$ cat src/rtl/ff_ovrflw_mon.sv
// FIFO overflow monitor in the wr_clk domain: per-interface saturating drop counters,
// sticky status, maskable level interrupt and local-bus registers. Optional capture
// timestamps are enabled by defining FF_OVRFLW_MON_TSTAMP_EN.
module ff_ovrflw_mon #(
  parameter int NUM_INTFS = 4,
  parameter int CNTR_W    = 16,
  parameter int LB_ADDR_W = 8
) (
  input  logic                 wr_clk,
  input  logic                 wr_clk_rst_n,
  input  logic [NUM_INTFS-1:0] ff_ovrflw,
  input  logic                 lb_wr_en,
  input  logic                 lb_rd_en,
  input  logic [LB_ADDR_W-1:0] lb_addr,
  input  logic [31:0]          lb_wr_data,
  output logic                 lb_rd_valid,
  output logic [31:0]          lb_rd_data,
  output logic [NUM_INTFS-1:0] clear_flags,
  output logic                 ovrflw_irq
);

  localparam logic [LB_ADDR_W-1:0] ADDR_STATUS = LB_ADDR_W'(8'h00);
  localparam logic [LB_ADDR_W-1:0] ADDR_MASK   = LB_ADDR_W'(8'h01);
  localparam logic [LB_ADDR_W-1:0] ADDR_CTRL   = LB_ADDR_W'(8'h02);
  localparam logic [CNTR_W-1:0]    CNT_MAX     = '1;

  logic [CNTR_W-1:0]    r_cnt [NUM_INTFS];
  logic [NUM_INTFS-1:0] r_sticky;
  logic [NUM_INTFS-1:0] r_mask;
  logic [NUM_INTFS-1:0] r_clear_flags;
  logic                 r_rd_valid;
  logic [31:0]          r_rd_data;
  logic                 r_irq;

  logic [NUM_INTFS-1:0] w_w1c;
  logic [NUM_INTFS-1:0] w_clr;
  logic                 w_wr_mask;
  logic [31:0]          w_rd_mux;
  logic                 w_unused;

  assign w_w1c     = (lb_wr_en && lb_addr == ADDR_STATUS) ? lb_wr_data[NUM_INTFS-1:0] : '0;
  assign w_clr     = (lb_wr_en && lb_addr == ADDR_CTRL)   ? lb_wr_data[NUM_INTFS-1:0] : '0;
  assign w_wr_mask = lb_wr_en && lb_addr == ADDR_MASK;
  assign w_unused  = ^lb_wr_data;

`ifdef FF_OVRFLW_MON_TSTAMP_EN
  logic [31:0] r_ts_cnt;
  logic [31:0] r_ts [NUM_INTFS];

  // Capture only on the 0->1 sticky edge; a same-cycle CTRL clear suppresses it.
  always_ff @(posedge wr_clk or negedge wr_clk_rst_n) begin
    if (!wr_clk_rst_n) begin
      r_ts_cnt <= '0;
      for (int i = 0; i < NUM_INTFS; i++) r_ts[i] <= '0;
    end else begin
      r_ts_cnt <= r_ts_cnt + 32'd1;
      for (int i = 0; i < NUM_INTFS; i++) begin
        if (w_clr[i])
          r_ts[i] <= '0;
        else if (ff_ovrflw[i] && !r_sticky[i])
          r_ts[i] <= r_ts_cnt;
      end
    end
  end
`endif

  // Clear beats overflow; overflow beats write-1-to-clear.
  always_ff @(posedge wr_clk or negedge wr_clk_rst_n) begin
    if (!wr_clk_rst_n) begin
      for (int i = 0; i < NUM_INTFS; i++) r_cnt[i] <= '0;
      r_sticky      <= '0;
      r_mask        <= '0;
      r_clear_flags <= '0;
      r_irq         <= 1'b0;
    end else begin
      for (int i = 0; i < NUM_INTFS; i++) begin
        if (w_clr[i])
          r_cnt[i] <= '0;
        else if (ff_ovrflw[i] && r_cnt[i] != CNT_MAX)
          r_cnt[i] <= r_cnt[i] + CNTR_W'(1);
      end
      r_sticky      <= ((r_sticky & ~w_w1c) | ff_ovrflw) & ~w_clr;
      r_clear_flags <= w_clr;
      r_irq         <= |(r_sticky & r_mask);
      if (w_wr_mask) r_mask <= lb_wr_data[NUM_INTFS-1:0];
    end
  end

  always_comb begin
    w_rd_mux = '0;
    if (lb_addr == ADDR_STATUS) w_rd_mux = 32'(r_sticky);
    if (lb_addr == ADDR_MASK)   w_rd_mux = 32'(r_mask);
    for (int i = 0; i < NUM_INTFS; i++) begin
      if (lb_addr == LB_ADDR_W'(16 + i)) w_rd_mux = 32'(r_cnt[i]);
`ifdef FF_OVRFLW_MON_TSTAMP_EN
      if (lb_addr == LB_ADDR_W'(32 + i)) w_rd_mux = r_ts[i];
`endif
    end
  end

  // Read handshake: lb_rd_en is a one-cycle request with no backpressure; exactly one
  // cycle later lb_rd_valid is high for one cycle with data sampled before any
  // same-cycle write. lb_rd_data is zero whenever lb_rd_valid is low.
  always_ff @(posedge wr_clk or negedge wr_clk_rst_n) begin
    if (!wr_clk_rst_n) begin
      r_rd_valid <= 1'b0;
      r_rd_data  <= '0;
    end else begin
      r_rd_valid <= lb_rd_en;
      r_rd_data  <= lb_rd_en ? w_rd_mux : 32'd0;
    end
  end

  assign lb_rd_valid = r_rd_valid;
  assign lb_rd_data  = r_rd_data;
  assign clear_flags = r_clear_flags;
  assign ovrflw_irq  = r_irq;

endmodule

$ cat config.mk
export PLATFORM = sky130hd
export DESIGN_NAME = ff_ovrflw_mon
export DESIGN_NICKNAME = d
export VERILOG_FILES = /design/src/rtl/ff_ovrflw_mon.sv
export SDC_FILE = /design/constraint.sdc
export NUM_CORES = 1
export LEC_CHECK = 0
export CAP_MARGIN = 20
export CELL_PAD_IN_SITES_DETAIL_PLACEMENT = 1
export CELL_PAD_IN_SITES_GLOBAL_PLACEMENT = 1
export CORE_MARGIN = 1
export CORE_UTILIZATION = 45
export DETAILED_ROUTE_END_ITERATION = 8
export GPL_TIMING_DRIVEN = 0
export PLACE_DENSITY = 0.92
export SYNTH_ARGS = -nofsm -noshare
export SYNTH_HDL_FRONTEND = slang
export SYNTH_SLANG_ARGS = --single-unit
$ cat constraint.sdc
create_clock -name wr_clk -period 2.6 [get_ports wr_clk]
set_input_delay 0.65 -clock wr_clk [delete_from_list [all_inputs] [get_ports wr_clk]]
set_output_delay 0.65 -clock wr_clk [all_outputs]
set_load 0.02 [all_outputs]
After elaboration in Yosys (flattened, before gate mapping):

Cells that the tools add are included.

* register bits after elaboration: 110
* bits in latches: 0
* RAM bits: 0
* ROM bits: 0
* output and inout port bits: 38
* logic and storage cells: 60
* memories kept: 0

* $add $sub $neg: 4
* multipliers: 0
* div/mod/pow operators: 0
* $lt $le $gt $ge: 0
* equality and inequality tests: 10
* shifts and indexed selects: 0
* muxes and demuxes: 17
* bitwise logic cells: 6
* reduce and logical (&&, ||, !) cells: 13

Operators with widths (number)
* $mux W32: 6
* $mux W16: 8
* $add A16 B1 Y16 const B: 4
* $ne A16 B16 Y1 const B: 4
* $eq A8 B5 Y1 const B: 4
* $and A4 B4 Y4: 3
* $mux W4: 3
* $eq A8 B1 Y1 const B: 1
* $eq A8 B2 Y1 const B: 1
* $logic_not A8 Y1: 1
* $not A4 Y4: 2
* $reduce_bool A2 Y1: 4
* $logic_and A1 B1 Y1: 7
* $or A4 B4 Y4: 1
* $reduce_or A4 Y1: 1

Logic depth before layout (Yosys ltp):

* depth after elaboration: 8
* mapped depth: 6
* depth with buffers taken out: 5

Worst setup path after synthesis:

No wires, ideal clock.

* path kind: input -> register
* start point: in lb_addr[3]
* end point: reg r_cnt[13] (netlist name)
* setup time: 0.130 ns
* arrival time: 2.021 ns
* data required time: 2.470 ns
* setup slack: 0.450 ns
* stages on the path: 6
* buffers on the path: 2
* cells stage by stage: nor4_2 or4b_1 buf_2 nor3_4 buf_4 a21oi_1

* word-level cells in the longest chain between the ends: 4
* elaborated cells between the ends (all ways): 5
* those cells by class: eq/ne (1); mux (2); reduce/logical (2)

Ends and longest elaborated chain
* start, declared: line 14 `input logic [LB_ADDR_W-1:0] lb_addr,`
* $eq A8 B2 Y1 (*): line 42 `assign w_clr = (lb_wr_en && lb_addr == ADDR_CTRL) ? lb_wr_data[NUM_INTFS-1:0] : '0;`
* $logic_and A1 B1 Y1 (*): line 42
* $mux W4 (*): line 42
* net w_clr[3]: line 36 `logic [NUM_INTFS-1:0] w_clr;`
* $mux W16 / $reduce_bool A2 Y1 (equally long branches)
* end signal, assigned by index: line 80 `r_cnt[i] <= r_cnt[i] + CNTR_W'(1);`
* end, declared: line 27 `logic [CNTR_W-1:0] r_cnt [NUM_INTFS];`

Mark *: on every way through the listed nets, which the timed path passes. The rest lies on a longest branch.
A chain may end at the register's enable or synchronous reset.

Worst setup path in the final report:

* start point: in lb_addr[1]
* end point: reg r_rd_data[11] (netlist: lb_rd_data[11])

* word-level cells in the longest chain between the ends: 6
* elaborated cells between the ends (all ways): 9
* those cells by class: eq/ne (4); mux (5)

Ends and longest elaborated chain
* $eq A8 B5 Y1: line 94 `if (lb_addr == LB_ADDR_W'(16 + i)) w_rd_mux = 32'(r_cnt[i]);`
* $mux W32 (3 in series): line 94
* $mux W32 (*): line 94
* $mux W32 (*): line 110 `r_rd_data <= lb_rd_en ? w_rd_mux : 32'd0;`
* end signal, assigned: line 110
* end, declared: line 32 `logic [31:0] r_rd_data;`

Mark *: on every way between the ends. The rest lies on a longest branch, timed or not.

==> reports/qor.csv <==
stage;metric;value;unit
worst_setup_path;path_max_fanout;10;
power;ir_drop;0.339;mV
route;drc;6;
cells_and_area;fin_util;55.1;%
floorplan;row_count;39;
placed_design;placed_cells;744;
timing;tns;0;ns
cts;cts_buffer_depth;2;
floorplan;num_io_pins;86;
synth;netlist_instances;546;
timing;relSlewSlack;46.3;%
status;status;complete, but fails checks;
worst_setup_path;path_buf_inv;3;
timing;drv_slew;0;
grt;grt_pass1_vias;5225;
worst_setup_path;worst-setup-path-type;in -> reg;
worst_setup_path;critical_path_arrival;2.78;ns
power;seqPwrFrac;48.8;%
worst_setup_path;critPathTopFamily;buffers and inverters;
worst_setup_path;cp-start-kind;input port;
cts;cts_buffers;9;
floorplan;coreArea;0.0115;mm^2
route;drt_iter0_markers;335;
power;clkPwrFrac;32.9;%
worst_setup_path;reg2reg_slack;0.44;ns
route;routed_wl;17000;um
timing;min_period_over_period;97.4;%
timing;max_freq;0.395;GHz
timing;setup_ws;0.0668;ns
cells_and_area;layout-drive-gt1-share;12.9;%
grt;antenna_found_initial;1;
power;power_switching;1.35;mW
synth;synthTopCellsByCount;dfrtp_1, a21oi_1, nand2_1, o21ai_0, nand3_1;
status;failed_checks;design-rule violations;
cells_and_area;area_growth;18.4;%
synth;synth_top_area_cell;dfrtp_1;
power;p_leak;2.64;nW
grt;grt_pass1_wl;27300;um
synth;synth.avg_cell_area;9.81;um^2
placed_design;gp_congestion;0.864;
timing;hold_violations;0;
floorplan;die_y;111;um
grt;grt_usage;28.5;%
worst_setup_path;cp-end-kind;flop;
synth;synth.yosys.warnings;0;
cts;htreeDepth;3;
worst_setup_path;r2r_cells;5;
timing;report.final.setup_viol;0;
route;route.detailed.wl_per_inst;22.4;um
route;vias;5007;
synth;synth_cell_types;57;
cells_and_area;num_antenna_cells;0;
power;internal_power;2.75;mW
grt;grt_max_degree;67;
worst_setup_path;crit_cells;5;
worst_setup_path;reg2reg_from;r_cnt[55];
synth;yosysMostFrequentCell;dfrtp_1;
synth;synth_area_leaders;dfrtp_1, a21oi_1, mux4_2, o31ai_1, nand2_1;
floorplan;die_x;111;um
route;ant_nets;0;
timing;fin_crit;2.53;ns
power;combinationalPowerShare;18.3;%
placed_design;dp_slack;-0.390;ns
cts;worstSkewPairLatency;0.36;ns
power;power;4.09;mW
cts;cts_tree;built;
placed_design;dp_hpwl;12100;um
cells_and_area;stdcell_count;762;
power;switching_share;32.9;%
route;vias_per_cell;6.57;
power;p_per_area;645;mW/mm^2
worst_setup_path;worstReg2RegEnd;r_cnt[50];
synth;synth-seq-cells;94;
cts;clk_pin_slew;0.07;ns
cts;cts.sinks;94;
cts;cts_root_buffer;clkbuf_16;
floorplan;start_util;46.5;%
synth;synth_enable_flop_cells;0;
grt;grt_overflow;0;
placed_design;portBuffers;39;
synth;ys.flop_type;dfrtp_1;
synth;synthArstFlopShare;100;%
timing;skew;0.00876;ns
cts;cts_hold_buf;0;
floorplan;die_area;0.0123;mm^2
min_path;hp-class;in -> async;
timing;tightest_slew;0.799;ns
job;maxCapViolCount;0;
cells_and_area;nNetsFinal;667;
route;dr.pass1.iters;7;
synth;yosysSeqAreaShare;43.9;%
placed_design;placed_cell_area;0.00601;mm^2
cells_and_area;fin_area;0.00634;mm^2
worst_setup_path;cp_cell_sequence;clkdlybuf4s50_1 > clkbuf_1 > buf_1 > mux4_2 > and3_1;
timing;fin_hold_ws;0.225;ns
worst_setup_path;cp_slowest_cell;clkdlybuf4s50_1;
worst_setup_path;cp.required;2.85;ns
worst_setup_path;critPathMaxStageDelay;0.53;ns
synth;syn-cell-area;0.00536;mm^2
synth;synth_top_area_share;43.9;%
## how the worst max path moves through the flow
stage,start,end
after global placement,wr_clk_rst_n,clear_flags[3]
final,lb_addr[1],lb_rd_data[11]
after detailed placement,lb_addr[4],r_cnt[58]
after floorplan,lb_addr[3],r_cnt[13]
after global routing,lb_addr[3],r_cnt[13]
after CTS,lb_addr[4],r_cnt[58]
## what timing repair did
action	CTS	global route
pin swaps	0	1
resized for setup	0	6
endpoints found under the setup margin	12	40
setup buffers	0	1
## metal layers
metal	routed length (um)	share of wire, %	up-vias	GRT usage (%)
li1	-	-	2224	-
met1	6910	41	2517	35.2
met2	8360	49	203	46.8
met3	972	5.7	63	5.74
met4	790	4.6	0	16.4
met5	0	0	-	0
## state kept, by name (all words and copies together) (netlist names)
| signal | cells |
|---|---|
| r_sticky | 4 |
| r_cnt | 64 |
| lb_rd_valid | 1 |
| clear_flags | 4 |
| lb_rd_data | 16 |
| r_mask | 4 |
| ovrflw_irq | 1 |
## power groups by stage
stage | clock, mW | combinational [mW] | sequential [mW]
floorplan | 0 | 0.522 | 1.87
global placement | 0 | 0.669 | 1.97
detailed placement | 0 | 0.735 | 1.99
CTS | 1.36 | 0.746 | 1.98
global route | 1.41 | 0.838 | 2.02
finish | 1.34 | 0.750 | 2.00
## logic make-up (layout without fill, tap and decap cells)
logic type	Yosys count	after routing	synth area share [%]
and+or+nand+nor	224	224	25.2
AOI/OAI and AO/OA	144	144	16.8
DFF	94	94	43.9
buffers and inverters	53	111	5.35
muxes	25	25	7.64
adders and majority gates	4	4	0.934
other	1	16	0.0700
xor gates and xnor gates	1	1	0.164
## layout by cell type (no fill, tap or decap), drive strengths merged, types with 6 or more instances in the layout
cell	n
mux4	12
nand4	24
buf	31
o21ai	30
a22oi	6
and4	14
mux2i	9
and3	22
a31oi	7
nor4	7
conb	16
nor2	17
nand3	26
nand2	44
dfrtp	94
a21oi	51
or3	18
nor3	15
and2	6
inv	12
clkdlybuf4s50	37
clkbuf	25
o31ai	24
or4	21
## worst reg2reg max path, stage by stage, from the launching register on
cell and delay [ns]:
dfrtp_1 0.51, nand3_1 0.22, nor4_2 0.61, buf_2 0.36, a21oi_1 0.11, nor3_1 0.25
## final cells by class
cell class / count / area [um^2]
Inverter: 13 / 48.8
Clock inverter: 4 / 47.5
Buffer: 40 / 239
Multi-Input combinational cell: 414 / 2800
Fill cell: 1307 / 5170
Tap cell: 143 / 179
Clock buffer: 11 / 243
Sequential cell: 94 / 2350
Timing Repair Buffer: 43 / 435
No activity file was read; power rests on OpenSTA's default activity.
